### config.mk
export PLATFORM = sky130hd
export DESIGN_NAME = control_sequencer
export DESIGN_NICKNAME = d
export VERILOG_FILES = /design/src/rtl/ctrl_pkg.sv /design/src/rtl/op_decoder.sv /design/src/rtl/control_sequencer.sv
export SDC_FILE = /design/constraint.sdc
export NUM_CORES = 1
export LEC_CHECK = 0
export CORE_UTILIZATION = 43
export DETAILED_ROUTE_END_ITERATION = 6
export PLACE_DENSITY = 0.92
export SYNTH_ARGS = -nofsm -noshare
export SYNTH_HDL_FRONTEND = slang
export SYNTH_SLANG_ARGS = --single-unit
### constraint.sdc
create_clock -name clock -period 3 [get_ports clock]
set_input_delay 0.9 -clock clock [delete_from_list [all_inputs] [get_ports clock]]
set_output_delay 0.9 -clock clock [all_outputs]
set_load 0.02 [all_outputs]
### src/rtl/ctrl_pkg.sv
// Shared encodings for the control sequencer: FSM states, opcodes, ALU op codes
// and the decoded-instruction record latched at the start of execute.
package ctrl_pkg;

  typedef enum logic [3:0] {
    RST = 4'd0,
    T0  = 4'd1,
    T1  = 4'd2,
    T2  = 4'd3,
    T3  = 4'd4,
    T4  = 4'd5,
    T5  = 4'd6,
    T6  = 4'd7,
    HLT = 4'd8
  } state_t;

  localparam logic [4:0] OP_ADD  = 5'b00011;
  localparam logic [4:0] OP_SUB  = 5'b00100;
  localparam logic [4:0] OP_AND  = 5'b00101;
  localparam logic [4:0] OP_OR   = 5'b00110;
  localparam logic [4:0] OP_MUL  = 5'b01110;
  localparam logic [4:0] OP_DIV  = 5'b01111;
  localparam logic [4:0] OP_NOP  = 5'b10000;
  localparam logic [4:0] OP_HALT = 5'b11011;

  localparam logic [3:0] ALU_NONE = 4'd0;
  localparam logic [3:0] ALU_ADD  = 4'd1;
  localparam logic [3:0] ALU_SUB  = 4'd2;
  localparam logic [3:0] ALU_AND  = 4'd3;
  localparam logic [3:0] ALU_OR   = 4'd4;
  localparam logic [3:0] ALU_MUL  = 4'd5;
  localparam logic [3:0] ALU_DIV  = 4'd6;

  typedef struct packed {
    logic [3:0] alu_op;
    logic       is_muldiv;
    logic       is_halt;
    logic       is_nop;
  } decode_t;

endpackage

### src/rtl/op_decoder.sv
// Combinational opcode classifier; zero latency, no flow control.
// NOP and every undefined opcode both report is_nop.
module op_decoder
  import ctrl_pkg::*;
(
  input  logic [4:0] opcode,
  output logic [3:0] alu_op,
  output logic       is_muldiv,
  output logic       is_halt,
  output logic       is_nop
);

  always_comb begin
    alu_op    = ALU_NONE;
    is_muldiv = 1'b0;
    is_halt   = 1'b0;
    is_nop    = 1'b0;
    case (opcode)
      OP_ADD:  alu_op = ALU_ADD;
      OP_SUB:  alu_op = ALU_SUB;
      OP_AND:  alu_op = ALU_AND;
      OP_OR:   alu_op = ALU_OR;
      OP_MUL: begin
        alu_op    = ALU_MUL;
        is_muldiv = 1'b1;
      end
      OP_DIV: begin
        alu_op    = ALU_DIV;
        is_muldiv = 1'b1;
      end
      OP_HALT: is_halt = 1'b1;
      default: is_nop = 1'b1;
    endcase
  end

endmodule

### src/rtl/control_sequencer.sv
// Moore control FSM: fetch T0-T2 (T1 stretches on mem_ready), execute T3-T6, halt on stop/HALT.
// ALU op 6 cycles, mul/div 7, nop 4, +1 per memory wait; stop is honoured only at T0 entry.
module control_sequencer
  import ctrl_pkg::*;
#(
  parameter int CNT_W = 16,
  parameter int IR_W  = 32
) (
  input  logic             clock,
  input  logic             clear,
  input  logic [IR_W-1:0]  ir,
  input  logic             mem_ready,
  input  logic             stop,
  output logic             PCout,
  output logic             PCin,
  output logic             IncPC,
  output logic             MARin,
  output logic             Read,
  output logic             MDRin,
  output logic             MDRout,
  output logic             IRin,
  output logic             Yin,
  output logic             Zin,
  output logic             Zlowout,
  output logic             Zhighout,
  output logic             HIin,
  output logic             LOin,
  output logic             Gra,
  output logic             Grb,
  output logic             Grc,
  output logic             Rin,
  output logic             Rout,
  output logic [3:0]       alu_op,
  output logic             run,
  output logic [CNT_W-1:0] instr_count
);

  state_t           state, state_nxt;
  decode_t          dec, op_q;
  logic             t1_wait;
  logic             instr_done;
  logic [CNT_W-1:0] cnt;

  logic [3:0] dec_alu_op;
  logic       dec_muldiv, dec_halt, dec_nop;

  // Register fields are routed by the datapath itself through Gra/Grb/Grc.
  logic unused_ir_fields;
  assign unused_ir_fields = ^ir[IR_W-6:0];

  op_decoder u_op_decoder (
    .opcode    (ir[IR_W-1 -: 5]),
    .alu_op    (dec_alu_op),
    .is_muldiv (dec_muldiv),
    .is_halt   (dec_halt),
    .is_nop    (dec_nop)
  );

  assign dec = {dec_alu_op, dec_muldiv, dec_halt, dec_nop};

  always_comb begin
    state_nxt  = state;
    instr_done = 1'b0;
    case (state)
      RST: state_nxt = T0;
      T0:  state_nxt = T1;
      T1:  if (mem_ready) state_nxt = T2;
      T2:  state_nxt = T3;
      T3: begin
        if (op_q.is_halt)     state_nxt = HLT;
        else if (op_q.is_nop) instr_done = 1'b1;
        else                  state_nxt = T4;
      end
      T4:  state_nxt = T5;
      T5: begin
        if (op_q.is_muldiv) state_nxt = T6;
        else                instr_done = 1'b1;
      end
      T6:  instr_done = 1'b1;
      HLT: state_nxt = HLT;
      default: state_nxt = RST;
    endcase
    // Every completed instruction lands on the boundary where stop is sampled.
    if (instr_done) state_nxt = stop ? HLT : T0;
  end

  always_ff @(posedge clock or posedge clear) begin
    if (clear) begin
      state   <= RST;
      op_q    <= '0;
      t1_wait <= 1'b0;
      cnt     <= '0;
    end else begin
      state   <= state_nxt;
      t1_wait <= (state == T1);
      if (state == T2) op_q <= dec;
      if (instr_done)  cnt  <= cnt + CNT_W'(1);
    end
  end

  assign instr_count = cnt;

  always_comb begin
    PCout    = 1'b0;
    PCin     = 1'b0;
    IncPC    = 1'b0;
    MARin    = 1'b0;
    Read     = 1'b0;
    MDRin    = 1'b0;
    MDRout   = 1'b0;
    IRin     = 1'b0;
    Yin      = 1'b0;
    Zin      = 1'b0;
    Zlowout  = 1'b0;
    Zhighout = 1'b0;
    HIin     = 1'b0;
    LOin     = 1'b0;
    Gra      = 1'b0;
    Grb      = 1'b0;
    Grc      = 1'b0;
    Rin      = 1'b0;
    Rout     = 1'b0;
    alu_op   = ALU_NONE;
    run      = 1'b1;
    case (state)
      T0: begin
        PCout = 1'b1;
        MARin = 1'b1;
        IncPC = 1'b1;
        Zin   = 1'b1;
      end
      T1: begin
        Zlowout = 1'b1;
        PCin    = !t1_wait;
        Read    = 1'b1;
        MDRin   = 1'b1;
      end
      T2: begin
        MDRout = 1'b1;
        IRin   = 1'b1;
      end
      T3: begin
        if (!op_q.is_nop && !op_q.is_halt) begin
          Grb  = 1'b1;
          Rout = 1'b1;
          Yin  = 1'b1;
        end
      end
      T4: begin
        Grc    = 1'b1;
        Rout   = 1'b1;
        Zin    = 1'b1;
        alu_op = op_q.alu_op;
      end
      T5: begin
        Zlowout = 1'b1;
        if (op_q.is_muldiv) begin
          LOin = 1'b1;
        end else begin
          Gra = 1'b1;
          Rin = 1'b1;
        end
      end
      T6: begin
        Zhighout = 1'b1;
        HIin     = 1'b1;
      end
      HLT: run = 1'b0;
      default: ;
    endcase
  end

endmodule

[Word level (Yosys, flattened, before mapping)]
Index checks and enable logic that the tools add are counted.
Cells by class
  multiplexer cells: 31
  equal/unequal tests: 19
  add/sub/neg operators: 1
  reductions and logical operators: 10
Operators with widths (number)
  $pmux 4 s9: 1
  $mux 4: 7
  $mux 1: 20
  $pmux 3 s6: 1
  $add 16x1->16 const B: 1
  $eq 4x3->1 const B: 4
  $eq 5x3->1 const B: 3
  $eq 5x4->1 const B: 2
  $eq 4x2->1 const B: 2
  $reduce_or 7->1: 1
  $ne 3x3->1 const B: 2
  $reduce_or 2->1: 3
  $eq 5x2->1 const B: 1
  $eq 5x5->1 const B: 1
  $eq 4x1->1 const B: 1
  $eq 4x4->1 const B: 1
  $logic_not 4->1: 1
  $ne 4x4->1 const B: 1
  $reduce_and 4->1: 1
  $logic_not 1->1: 3
  $pmux 1 s3: 1
  $ne 2x2->1 const B: 1
  $pmux 1 s2: 1
  $logic_and 1x1->1: 1
Storage, ports and cells
  output and inout port bits: 40
  bits in registers: 28
  word-level logic and storage cells: 68

[Depth between registers and ports, before layout]
Gate-level depths: netlist of the first run.
  depth in word-level cells: 5
  depth in mapped cells: 6
  mapped depth without buffers: 4

[Cells and area by module]
A second synthesis of the first run with hierarchy kept.
Second synthesis, totals
  cell total of the unflattened synthesis: 158
  area total of the unflattened synthesis: 1651.6 sq um
By module, submodules not included
  control_sequencer: area an instance 1522.7 sq um, times used 1, cells each 135
  op_decoder: area an instance 128.9 sq um, times used 1, cells each 23

[Worst setup path after synthesis of the first run]
OpenSTA, ideal clock, no wires.
  path kind: flip-flop to output port
  start: reg state[0]
  end: out Rin
  path slack: 0.564 ns
  cell stages (with the launch flop): 7
  arrival time: 1.536 ns
  cell sequence: dfrtp_1 > buf_6 > nor2_1 > and2_1 > nand2_1 > nor2_1 > buf_4
On the way
  cells in the longest elaborated chain, start to end: 2
Ends and longest elaborated chain
  start: declaration: RTL line control_sequencer.sv:38  | state_t state, state_nxt;
  start signal: assignment: RTL line control_sequencer.sv:94  | state <= state_nxt;
  $eq 4x3->1
  $mux 1
  end: declaration: RTL line control_sequencer.sv:31  | output logic Rin,
Every way passes these cells.

[Worst setup path in the final report of the first run]
  start: reg state[0]
  end: out LOin
On the way
  cells in the longest elaborated chain, start to end: 2
Ends and longest elaborated chain
  $eq 4x3->1: RTL line control_sequencer.sv:125  | case (state)
  $mux 1: RTL line control_sequencer.sv:125
  end: declaration: RTL line control_sequencer.sv:27  | output logic LOin,
Every way passes these cells.

==> results.md, run 1 <==
* Status: complete, no violations
* Leakage at ~0.00093 uW
* P&R area growth vs syn at 31.66%
* Post CTS Setup Buffer Count at 0
* EDFF count, synth at 0
* Minimum clock period at 2.927 ns
* Post-synthesis sequential area ratio at 0.4372
* Switching share of power at 0.4260
* Full die area at about 3800 sq um
* Dpl cell area at 1992 sq um
* Worst setup EP type: output pin
* RD Place Congestion at 0.8050
* Tot GR Track Use at 0.1712
* Pre-antenna DRT Iters at 4
* Clock skew at 0.01277 ns
* Post-Layout Inst Area at 2034 sq um
* FFs w/ async S/R, synth at 1.000
* Net count after synthesis at a little under 200
* CTS tree: built
* RSZ-0062 raised after global routing: no
* Flop pwr share at 0.379
* Hold depth at 2
* Clock Pin Slew Worst Setup and Hold Paths at 0.14 ns
* Sw power at 659.0 uW
* Max FO, Critical Path at 9
* DP HPWL at 2311 microns
* Pwr/cell area at 760.5 nW/um^2
* First DRT Iteration DRCs at 38
* Cells after DPL at 240
* Worst setup margin at 0.07290 ns
* Internal power at slightly below 900 uW
* Chip Width at 61.95 microns
* # IOs at 76
* Cell taking the most area after synthesis: dfrtp_1
* Worst-Margin Slew at ~0.58 ns
* Relative slew slack at 0.6156
* Routed wire length at 3130 microns
* Area of the core at ~3400 sq um
* Clock power frac at 0.106
* Top-count cell post-synth: dfrtp_1
* Syn_area_per_cell at approximately 10 sq um
* Global-route wire length before repair at 4905 microns
* CTS Root Cell: clkbuf_4
* Drt wl/cell at 12.83 microns
* Clock tree buffer depth at 2
* Crit path DAT at 2.03 ns
* Post-route ant nets at 0
* R2R depth at 5
* Mapped Cells at between 150 and 200
* CTS H-Tree Depth at 1
* Layout fillers at 281
* Initial antenna violation count at 0
* Number of global-route vias before repair at 1089
* Synth top area share at 0.4372
* Layout cell share with drive strength beyond 1 at 0.1010
* Row count at 21
* Vias at 1253
* Met1 Track Usage GR at 0.2338
* Hold Crit Class: reg -> reg
* Register Area at ~680 sq um
* Final std cells w/o fill at 244
* Number of register bits inferred by synthesis at 27
* Logic pwr share at 0.515
* Slew Viols, Final at 0
* Largest net degree at the start of global routing at 28
* Netlist cell types at 38
* Tcrit/Tclk final at 0.9757
* GRT Residual Overflow at 0
* DR DRC count at 0
* Worst-Skew Late Latency at 0.34 ns
* DR vias/cell at about 5.1
* Sink Count at 27
* Peak Freq at approximately 0.34 GHz
* GR Layer Usage met3 at 0.01863
* Num CTS Buffers at 3
* Met2 GRT Util at 0.2872
* Max-cap viol count at 0
* Number of port buffers at 47
* Die Y-Extent at about 62 microns
* Nets at between 200 and 250
* Initial Utilization at 0.4559
* Setup TNS at 0 ns
* GRT busiest layer: met2
* Final core utilization at 0.6002
* Yosys warning total at 0
* Fin. Hold Viols at 0
* Synth top cells by count: dfrtp_1, nand2_1, nor3_1, o21ai_0, xor2_1
* Final setup violating endpoints at 0
* Ranking of synthesized cells by area: dfrtp_1, xor2_1, xnor2_1, buf_4, nand2_1
* Setup Slack @ Placement at 0.3185 ns
* Critical Path RT at 2.10 ns
* Peak supply drop at between 0.0003 and 0.0004 V
* Critical path class: reg -> out
* Post-Syn Area at between 1500 and 2000 sq um
* Multi-input logic area at 748.2 sq um
* Critical Path Source Type: flip-flop
* Diodes inserted at 0
* Top FF cell, synth: dfrtp_1
-- final timing paths --
kind,slack [ns],endpoint,startpoint
worst max-delay path,0.07,LOin,state[0]$_DFFE_PP0P_
worst min-delay path,0.50,op_q[4]$_DFFE_PP0P_,op_q[4]$_DFFE_PP0P_
worst max register to register,1.13,instr_count[15]$_DFFE_PP0P_,state[1]$_DFFE_PP0P_
worst min register to register,0.50,op_q[4]$_DFFE_PP0P_,op_q[4]$_DFFE_PP0P_
max in group asynchronous,1.81,state[0]$_DFFE_PP0P_,clear
min in group asynchronous,0.90,instr_count[15]$_DFFE_PP0P_,clear
-- per-stage QoR --
step / hold slack (ns) / power [uW]
after CTS: 0.4961 / 1546
after floorplan: 0.4418 / 1102
final: 0.4981 / 1547
after global routing: 0.5258 / 1657
after global placement: 0.4576 / 1360
after detailed placement: 0.4636 / 1379
-- cell type report --
type	instances	share of cell area
Inverter	6	0.01107
Sequential cell	27	0.3339
Clock buffer	3	0.01107
Timing Repair Buffer	50	0.2442
Tap cell	46	0.02829
Multi-Input combinational cell	111	0.3678
Clock inverter	1	0.003690
-- critical path, cell delays in order (launching register included) --
cell             delay (ns)
dfrtp_2                0.51
nor2_1                 0.23
and2_1                 0.20
and3_1                 0.16
clkdlybuf4s50_1        0.60
-- sequential cells by signal, indices dropped and copies added, names as in the netlist --
name and count:
instr_count 16, op_q 6, state 4, t1_wait 1
-- per-layer routing --
metal | part of all wire | up-vias
met4 | 0.0045 | 0
met5 | 0 | -
met2 | 0.52 | 27
met1 | 0.45 | 605
li1 | - | 619
met3 | 0.022 | 2
-- layout by cell type, fill, tap and decap left out, drive strengths merged, types with 2 or more instances in the layout --
master / count
nor2b: 5
inv: 6
nand4b: 3
nand3b: 2
o211a: 2
o31ai: 2
and2: 2
nand3: 6
xnor2: 8
nor4: 4
and3: 6
a21oi: 2
dlymetal6s2s: 2
dfrtp: 27
clkbuf: 3
nor3b: 2
buf: 3
xor2: 9
o21ai: 9
nand2: 16
nor3: 9
nand2b: 2
nand4: 5
nor2: 7
clkdlybuf4s50: 44
-- power groups by stage --
stage	logic (uW)	registers [uW]	clock network, uW
5_1_grt	870	605	182
3_5_place_dp	793	585	0
3_3_place_gp	780	580	0
6_report	797	586	164
4_1_cts	799	580	166
2_1_floorplan	531	571	0
-- cells by family after synthesis --
group / synth area share
AO/OA/AOI/OAI: 0.07854
XOR/XNOR: 0.09636
adder cells (fa/ha/maj): 0.008096
buffers and inverters: 0.08178
flip-flops: 0.4372
multiplexers: 0.01376
other: 0.002427
AND/OR/NAND/NOR: 0.2818
-- timing repair --
item | CTS | global route
hold buffers | 0 | 0
hold endpoints to repair | 0 | 0
setup endpoints to repair | 3 | 5
resized for setup | 3 | 5
Power figures use the tool's default switching activity.
==> inputs of run 2 (changes only) <==
--- a/config.mk
+++ b/config.mk
@@ -6,6 +6,7 @@
 export NUM_CORES = 1
 export LEC_CHECK = 0
 export CORE_UTILIZATION = 43
+export CTS_CLUSTER_DIAMETER = 150
 export DETAILED_ROUTE_END_ITERATION = 6
 export PLACE_DENSITY = 0.92
 export SYNTH_ARGS = -nofsm -noshare
==> results of run 2 <==
Final layout, timing and power as in run 1 (identical DEF).
